--- src/rtl/gci_std_display_refill_pkg.sv ---
// Shared state encoding and constants for the display FIFO refill controller.
// Optional underflow monitor is built only when GCI_STD_DISPLAY_REFILL_UNDERFLOW_EN is defined.
package gci_std_display_refill_pkg;

    typedef enum logic [2:0] {
        ST_IDLE  = 3'd0,
        ST_ARM   = 3'd1,
        ST_REQ   = 3'd2,
        ST_DATA  = 3'd3,
        ST_FLUSH = 3'd4
    } refill_state_t;

    localparam logic [15:0] UNDERFLOW_CNT_MAX = 16'hFFFF;

endpackage

--- src/rtl/gci_std_display_refill_addr_gen.sv ---
// Frame address walker: loads base/length on start, advances one burst per completed burst,
// and wraps to the frame base with a one-cycle frame-end pulse after the final burst.
module gci_std_display_refill_addr_gen #(
    parameter int P_ADDR_N  = 32,
    parameter int P_FRAME_N = 24,
    parameter int P_BURST   = 8
) (
    input  logic                 iCLOCK,
    input  logic                 inRESET,
    input  logic                 load,
    input  logic                 advance,
    input  logic [P_ADDR_N-1:0]  base_addr,
    input  logic [P_FRAME_N-1:0] frame_beats,
    output logic [P_ADDR_N-1:0]  addr,
    output logic                 frame_end
);

    localparam logic [P_FRAME_N-1:0] BURST_BEATS = P_FRAME_N'(P_BURST);
    localparam logic [P_ADDR_N-1:0]  BURST_STEP  = P_ADDR_N'(P_BURST);

    logic [P_ADDR_N-1:0]  base_q;
    logic [P_FRAME_N-1:0] frame_q;
    logic [P_FRAME_N-1:0] remain;

    always_ff @(posedge iCLOCK or negedge inRESET) begin
        if (!inRESET) begin
            base_q    <= '0;
            frame_q   <= '0;
            addr      <= '0;
            remain    <= '0;
            frame_end <= 1'b0;
        end else begin
            frame_end <= 1'b0;
            if (load) begin
                base_q  <= base_addr;
                frame_q <= frame_beats;
                addr    <= base_addr;
                remain  <= frame_beats;
            end else if (advance) begin
                if (remain <= BURST_BEATS) begin
                    addr      <= base_q;
                    remain    <= frame_q;
                    frame_end <= 1'b1;
                end else begin
                    addr   <= addr + BURST_STEP;
                    remain <= remain - BURST_BEATS;
                end
            end
        end
    end

endmodule

--- src/rtl/gci_std_display_fifo_refill_ctrl.sv ---
// Burst-refill controller keeping the scanout FIFO topped up from frame memory.
// Define GCI_STD_DISPLAY_REFILL_UNDERFLOW_EN to build the sticky underflow monitor.
module gci_std_display_fifo_refill_ctrl
    import gci_std_display_refill_pkg::*;
#(
    parameter int P_ADDR_N  = 32,
    parameter int P_DATA_N  = 16,
    parameter int P_DEPTH_N = 6,
    parameter int P_BURST   = 8,
    parameter int P_FRAME_N = 24
) (
    input  logic                 iCLOCK,
    input  logic                 inRESET,
    input  logic                 iENABLE,
    input  logic [P_ADDR_N-1:0]  iBASE_ADDR,
    input  logic [P_FRAME_N-1:0] iFRAME_BEATS,
    output logic                 oMEM_REQ,
    output logic [P_ADDR_N-1:0]  oMEM_ADDR,
    input  logic                 iMEM_ACK,
    input  logic                 iMEM_VALID,
    input  logic [P_DATA_N-1:0]  iMEM_DATA,
    input  logic [P_DEPTH_N:0]   iFIFO_COUNT,
    output logic                 oFIFO_WR_EN,
    output logic [P_DATA_N-1:0]  oFIFO_WR_DATA,
    output logic                 oFIFO_REMOVE,
    input  logic                 iFIFO_RD_EN,
    input  logic                 iFIFO_EMPTY,
    output logic                 oBUSY,
    output logic                 oFRAME_END,
    output logic                 oUNDERFLOW,
    output logic [15:0]          oUNDERFLOW_CNT
);

    localparam int BEAT_W = (P_BURST > 1) ? $clog2(P_BURST) : 1;
    localparam logic [BEAT_W-1:0]    LAST_BEAT   = BEAT_W'(P_BURST - 1);
    localparam logic [P_DEPTH_N+1:0] FIFO_SIZE   = (P_DEPTH_N+2)'(2 ** P_DEPTH_N);
    localparam logic [P_DEPTH_N+1:0] BURST_SPACE = (P_DEPTH_N+2)'(P_BURST);

    refill_state_t       state;
    logic [BEAT_W-1:0]   beat;
    logic [P_DEPTH_N+1:0] free_space;
    logic                start;
    logic                burst_done;

    // One extra bit keeps the subtraction from wrapping when the FIFO is full.
    assign free_space = FIFO_SIZE - {1'b0, iFIFO_COUNT};
    assign start      = (state == ST_IDLE) && iENABLE;
    assign burst_done = (state == ST_DATA) && iMEM_VALID && (beat == LAST_BEAT);

    always_ff @(posedge iCLOCK or negedge inRESET) begin
        if (!inRESET) begin
            state <= ST_IDLE;
            beat  <= '0;
        end else begin
            case (state)
                ST_IDLE:  if (iENABLE) state <= ST_ARM;
                ST_ARM: begin
                    if (!iENABLE)                       state <= ST_FLUSH;
                    else if (free_space >= BURST_SPACE) state <= ST_REQ;
                end
                ST_REQ: begin
                    if (iMEM_ACK) begin
                        beat  <= '0;
                        state <= ST_DATA;
                    end
                end
                ST_DATA: begin
                    if (iMEM_VALID) begin
                        beat <= beat + BEAT_W'(1);
                        if (beat == LAST_BEAT) state <= iENABLE ? ST_ARM : ST_FLUSH;
                    end
                end
                ST_FLUSH: state <= ST_IDLE;
                default:  state <= ST_IDLE;
            endcase
        end
    end

    gci_std_display_refill_addr_gen #(
        .P_ADDR_N  (P_ADDR_N),
        .P_FRAME_N (P_FRAME_N),
        .P_BURST   (P_BURST)
    ) u_addr_gen (
        .iCLOCK      (iCLOCK),
        .inRESET     (inRESET),
        .load        (start),
        .advance     (burst_done),
        .base_addr   (iBASE_ADDR),
        .frame_beats (iFRAME_BEATS),
        .addr        (oMEM_ADDR),
        .frame_end   (oFRAME_END)
    );

    assign oMEM_REQ      = (state == ST_REQ);
    assign oFIFO_REMOVE  = (state == ST_FLUSH);
    assign oBUSY         = (state != ST_IDLE);
    assign oFIFO_WR_EN   = (state == ST_DATA) && iMEM_VALID;
    assign oFIFO_WR_DATA = oFIFO_WR_EN ? iMEM_DATA : '0;

`ifdef GCI_STD_DISPLAY_REFILL_UNDERFLOW_EN
    logic        underflow;
    logic [15:0] underflow_cnt;

    always_ff @(posedge iCLOCK or negedge inRESET) begin
        if (!inRESET) begin
            underflow     <= 1'b0;
            underflow_cnt <= '0;
        end else if (start) begin
            underflow     <= 1'b0;
            underflow_cnt <= '0;
        end else if ((state != ST_IDLE) && iFIFO_RD_EN && iFIFO_EMPTY) begin
            underflow <= 1'b1;
            if (underflow_cnt != UNDERFLOW_CNT_MAX) underflow_cnt <= underflow_cnt + 16'd1;
        end
    end

    assign oUNDERFLOW     = underflow;
    assign oUNDERFLOW_CNT = underflow_cnt;
`else
    logic unused_monitor_inputs;
    assign unused_monitor_inputs = &{1'b0, iFIFO_RD_EN, iFIFO_EMPTY};
    assign oUNDERFLOW     = 1'b0;
    assign oUNDERFLOW_CNT = '0;
`endif

endmodule

--- config.mk ---
export PLATFORM = sky130hd
export DESIGN_NAME = gci_std_display_fifo_refill_ctrl
export DESIGN_NICKNAME = d
export VERILOG_FILES = /design/src/rtl/gci_std_display_refill_pkg.sv /design/src/rtl/gci_std_display_refill_addr_gen.sv /design/src/rtl/gci_std_display_fifo_refill_ctrl.sv
export SDC_FILE = /design/constraint.sdc
export NUM_CORES = 1
export LEC_CHECK = 0
export CAP_MARGIN = 20
export CORE_MARGIN = 3
export CORE_UTILIZATION = 35
export DETAILED_ROUTE_END_ITERATION = 8
export GPL_TIMING_DRIVEN = 0
export PLACE_DENSITY = 0.64
export SLEW_MARGIN = 40
export SYNTH_ARGS = -nofsm -noshare
export SYNTH_HDL_FRONTEND = slang
export SYNTH_SLANG_ARGS = --single-unit
--- constraint.sdc ---
create_clock -name iCLOCK -period 2.5 [get_ports iCLOCK]
set_clock_uncertainty 0.05 [all_clocks]
set_input_delay 0.5 -clock iCLOCK [delete_from_list [all_inputs] [get_ports iCLOCK]]
set_output_delay 0.5 -clock iCLOCK [all_outputs]
set_load 0.01 [all_outputs]
# Word level (Yosys, flattened, before mapping)
# Index checks and enable logic that the tools add are counted.
word_totals:
  register_bits: 119
  inputBits: 86
  out_inout_bits: 70
  elab_cells: 53
classes:
  add_sub_neg: 4
  n_lt_le_gt_ge: 2
  n_eq_ne: 10
  n_mux: 21
  n_reduce_logical: 9
op_table:
  columns: ["operator", "count"]
  rows:
  - ["$mux W32", 3]
  - ["$mux W24", 3]
  - ["$add A32 B4 Y32 const B", 1]
  - ["$mux W3", 9]
  - ["$le A24 B4 Y1 const B", 1]
  - ["$sub A24 B4 Y24 const B", 1]
  - ["$mux W16", 1]
  - ["$pmux W3 S4", 1]
  - ["$ge A8 B4 Y1 const B", 1]
  - ["$sub A7 B7 Y8 const A", 1]
  - ["$eq A3 B2 Y1 const B", 2]
  - ["$eq A3 B3 Y1 const B", 2]
  - ["$ne A2 B2 Y1 const B", 3]
  - ["$pmux W3 S2", 1]
  - ["$reduce_and A5 Y1", 1]
  - ["$reduce_bool A2 Y1", 2]
  - ["$add A3 B1 Y3 const B", 1]
  - ["$eq A3 B1 Y1 const B", 1]
  - ["$logic_and A1 B1 Y1", 3]
  - ["$logic_not A3 Y1", 1]
  - ["$mux W1", 3]
  - ["$ne A3 B3 Y1 const B", 1]
  - ["$reduce_and A3 Y1", 1]
  - ["$reduce_bool A3 Y1", 1]
  - ["$ne A2 B1 Y1 const B", 1]

# Longest topological paths before layout
logic_depth:
  ltp_word: 5
  depth_mapped: 10
  mapped_depth_nobuf: 7

# Hierarchy
# From an unflattened synthesis, not the netlist that was laid out.
unflattened:
  hier_cells: 711
  hier_area_um2: 6681.4
modules_own_cells:
  columns: ["module", "n_inst", "cells_each", "area_each_um2", "seq_area_each_um2"]
  rows:
  - ["gci_std_display_refill_addr_gen", 1, 628, 5988.2, 2827.7]
  - ["gci_std_display_fifo_refill_ctrl", 1, 83, 693.2, 150.1]

# Worst setup path after synthesis
# OpenSTA, ideal clock, no wires.
synth_path:
  path_kind: "register to register"
  startpoint: "reg u_addr_gen.remain[8]"
  endpoint: "reg u_addr_gen.addr[18]"
  setup_ps: 139
  arrival_ps: 2273
  required_ps: 2311
  path_slack_ps: 39
  stages_incl_launch_ff: 9
  n_path_buf: 3
  period_less_slack_ps: 2461
  path_cell_list: "dfrtp_1 -> buf_6 -> or4_4 -> buf_6 -> or3_4 -> buf_6 -> or4_1 -> o211ai_1 -> a22oi_1"
synth_between:
  elab_chain_cells: 4
synth_rtl:
  columns: ["element", "line_no", "rtl"]
  rows:
  - ["start, declared", "gci_std_display_refill_addr_gen.sv:23", "logic [P_FRAME_N-1:0] remain;"]
  - ["start signal, assigned", "gci_std_display_refill_addr_gen.sv:38", "remain <= frame_beats;"]
  - ["start signal, assigned", "gci_std_display_refill_addr_gen.sv:42", "remain <= frame_q;"]
  - ["start signal, assigned", "gci_std_display_refill_addr_gen.sv:46", "remain <= remain - BURST_BEATS;"]
  - ["$le A24 B4 Y1", "gci_std_display_refill_addr_gen.sv:40", "if (remain <= BURST_BEATS) begin"]
  - ["$mux W32", "gci_std_display_refill_addr_gen.sv:40", null]
  - ["$mux W32", "gci_std_display_refill_addr_gen.sv:39", "end else if (advance) begin"]
  - ["$mux W32", "gci_std_display_refill_addr_gen.sv:34", "if (load) begin"]
  - ["end signal, assigned", "gci_std_display_refill_addr_gen.sv:37", "addr <= base_addr;"]
  - ["end signal, assigned", "gci_std_display_refill_addr_gen.sv:41", "addr <= base_q;"]
  - ["end signal, assigned", "gci_std_display_refill_addr_gen.sv:45", "addr <= addr + BURST_STEP;"]
  - ["end, declared", "gci_std_display_refill_addr_gen.sv:14", "output logic [P_ADDR_N-1:0] addr,"]
# No other way between the ends. The select of a mux whose other input is x is not followed.
# A chain may end at the register's enable or synchronous reset.

# Final worst setup path
layout_path:
  startpoint: "reg u_addr_gen.remain[8]"
  endpoint: "reg u_addr_gen.remain[15]"
layout_between:
  elab_chain_cells: 4
  word_cells_on_any_way: 5
  classes_between: "add/sub: 1; order compare: 1; mux: 3"
layout_rtl:
  columns: ["element", "line_no"]
  rows:
  - ["$sub A24 B4 Y24 / $le A24 B4 Y1 (equally long branches)", "gci_std_display_refill_addr_gen.sv:46, gci_std_display_refill_addr_gen.sv:40"]
  - ["$mux W24 (*)", "gci_std_display_refill_addr_gen.sv:40"]
  - ["$mux W24 (*)", "gci_std_display_refill_addr_gen.sv:39"]
  - ["$mux W24 (*)", "gci_std_display_refill_addr_gen.sv:34"]
# Mark *: on every way between the ends. The rest lies on a longest branch, timed or not. The select of a mux whose other input is x is not followed.

==> reports/qor.yml <==
synth_area_leaders: "dfrtp_1 46%, nand2_1 12%, o211ai_1 2.8%"
critPathCaptureType: "flop"
post-route-min-period_ns: 2.433
grt_max_degree: 67
synth.cell_area_um2: 6526
worstMarginPinSlew_ns: 0.8209
fmax_ghz: 0.4111
grt_pass1_wl_mm: 35.14
portBuffers: 136
layout.area.seq_um2: 2983
htree_levels: 4
areaGrowthSynthToFinish_pct: 39.65
ys_seq_area_frac: 0.4563
slew_violations: 0
vias: 6575
syn_inst: 753
num_io_pins: 156
drtIter0Drc: 662
hold_path.class: "reg -> reg"
cts_buffers: 17
min_period_over_period: 0.9731
avgRoutedWirePerCell_um: 19.29
rows: 49
overflow: 0
drcViolationCount: 0
dieArea_um2: 20320
ys_warn_count: 0
multi_input_area_um2: 3333
status: "finished clean"
postRouteAntennaNets: 0
path_max_fanout: 6
hold_depth: 2
power_density_nw_per_um2: 1034
final_util: 0.5022
clk_pin_slew_worst_paths_ns: 0.06
cts_sinks: 119
die_y_um: 142.6
crit_type: "reg -> reg"
arrival_ns: 2.67
total_power_mw: 9.421
clk-insertion-delay-late_ns: 0.43
die_w_um: 142.6
min_from: "u_addr_gen.frame_q[15]$_DFFE_PN0P_"
wirelength_mm: 22.80
core_area_um2: 18150
irDropWorstVdd_mv: 0.5670
yosys.area.top_type_share: 0.4563
antenna_found_initial: 0
slew_headroom: 0.4527
ys.flop_type: "dfrtp_1"
ys_seq_elements: 119
synth_edf_count: 0
final_common_cell: "nand2_1"
crit_required_ns: 2.73
cts.root.buffer_cell: "clkbuf_16"
maxCapViolCount: 0
dp_hpwl_mm: 15.45
first_pass_iters: 5
cts_tree: "built"
gp_congestion: 0.8705
ff2ff_setup_slack_ns: 0.07
drive_above_1_share: 0.1448
grt_use_total: 0.2239
fin_nets: 1030
whs_ns: 0.4244
start_util: 0.3596
first_global_vias: 6388
r2r_end: "u_addr_gen.remain[15]$_DFFE_PN0P_"
clockBufferDepth: 2
fillers: 1729
synth.largest_area_cell: "dfrtp_1"
avgSynthCellArea_um2: 8.667
worstReg2RegStart: "u_addr_gen.remain[8]$_DFFE_PN0P_"
ys_types: 69
ys_async_sr_fraction: 1.000
avgViaCountPerCell: 5.563
p_leak_nw: 4.085
hold_violations: 0
whs_endpoint: "u_addr_gen.frame_q[15]$_DFFE_PN0P_"
mostFrequentLayoutCells: "208 x nand2_1, 117 x clkdlybuf4s50_1, 115 x dfrtp_1"
diodes: 0
setup_viol_count_final: 0
worstRegToRegCells: 7
startpoint_type: "flop"
synthesized netlist by cell type (all sizes together) (11+ instances only):
| cell | instances |
|---|---|
| o211ai | 24 |
| nand3 | 25 |
| a21boi | 12 |
| clkbuf | 39 |
| nor3 | 19 |
| nor2 | 28 |
| o21ai | 29 |
| nand2 | 209 |
| dfrtp | 119 |
| nor4 | 11 |
| buf | 28 |
| and2 | 23 |
| xor2 | 15 |
| nand4 | 14 |
| a21oi | 24 |
area by class of cell:
class,count,share of cell area
Timing Repair Buffer,161,0.1711
Tap cell,229,0.03144
Inverter,5,0.002059
Multi-Input combinational cell,578,0.3657
Clock inverter,11,0.01181
Buffer,58,0.04228
Sequential cell,119,0.3273
Clock buffer,21,0.04833
registers in the layout, indices dropped and copies added (netlist names):
register	count
state	3
u_addr_gen.addr	32
u_addr_gen.frame_end	1
u_addr_gen.remain	24
u_addr_gen.base_q	32
beat	3
u_addr_gen.frame_q	24
through the flow:
stage | cells | setup slack [ns] | cell area [um^2] | TNS (ns)
final | 1182 | 0.06732 | 9114 | 0
after floorplan | 769 | 0.03878 | 6586 | 0
after detailed placement | 1135 | -1.099 | 8272 | -92.68
after global routing | 1182 | -0.004913 | 9114 | -0.006135
after global placement | 1134 | -3.936 | 8234 | -596.20
after CTS | 1179 | 0.00007550 | 9042 | 0
what timing repair did:
item	in CTS	in global routing
hold buffers	1	0
endpoints found under the setup margin	127	61
pin swaps	6	8
gates resized for setup	66	26
buffers inserted	19	4
endpoints found under the hold margin	53	0
cells by family after synthesis:
group / synth area share
compound gates: 0.1697
xor+xnor: 0.02953
fa+ha+maj: 0.007669
buf+inv: 0.05598
flops: 0.4563
mux: 0.01553
other cells: 0.0005746
simple gates: 0.2648
report_power, final:
part | switching, mW | internal (mW) | total [mW]
clock | 0.882 | 1.45 | 2.33
sequential | 0.866 | 2.79 | 3.65
combinational | 1.82 | 1.61 | 3.44
worst max path at each step:
stage / start / end / slack, ns / cells after the start
final: u_addr_gen.remain[8]$_DFFE_PN0P_ / u_addr_gen.remain[15]$_DFFE_PN0P_ / 0.07 / 7
after global routing: state[2]$_DFFE_PN0P_ / oFIFO_WR_DATA[4] / -0.005 / 5
after detailed placement: iENABLE / u_addr_gen.addr[1]$_DFFE_PN0P_ / -1.10 / 7
after floorplan: u_addr_gen.remain[8]$_DFFE_PN0P_ / u_addr_gen.addr[18]$_DFFE_PN0P_ / 0.04 / 8
after global placement: inRESET / state[2]$_DFFE_PN0P_ / -3.94 / 1
after CTS: iMEM_VALID / oFIFO_WR_DATA[1] / 0.00008 / 6
worst max-delay path: stages, from the launching register on:
cell      delay [ns]
dfrtp_1         0.37
buf_6           0.12
or4_4           0.52
or3_4           0.44
buf_8           0.16
or4_1           0.40
o211ai_1        0.10
a22oi_1         0.12
routing by layer:
| metal | GRT usage | vias to the layer above | share of wire |
|---|---|---|---|
| met5 | 0 | - | 0 |
| met4 | 0.07654 | 0 | 0.026 |
| met3 | 0.06586 | 54 | 0.10 |
| met2 | 0.3482 | 372 | 0.45 |
| met1 | 0.2995 | 3131 | 0.42 |
| li1 | - | 3018 | - |
Note: power is estimated with default switching activity, not from simulation.
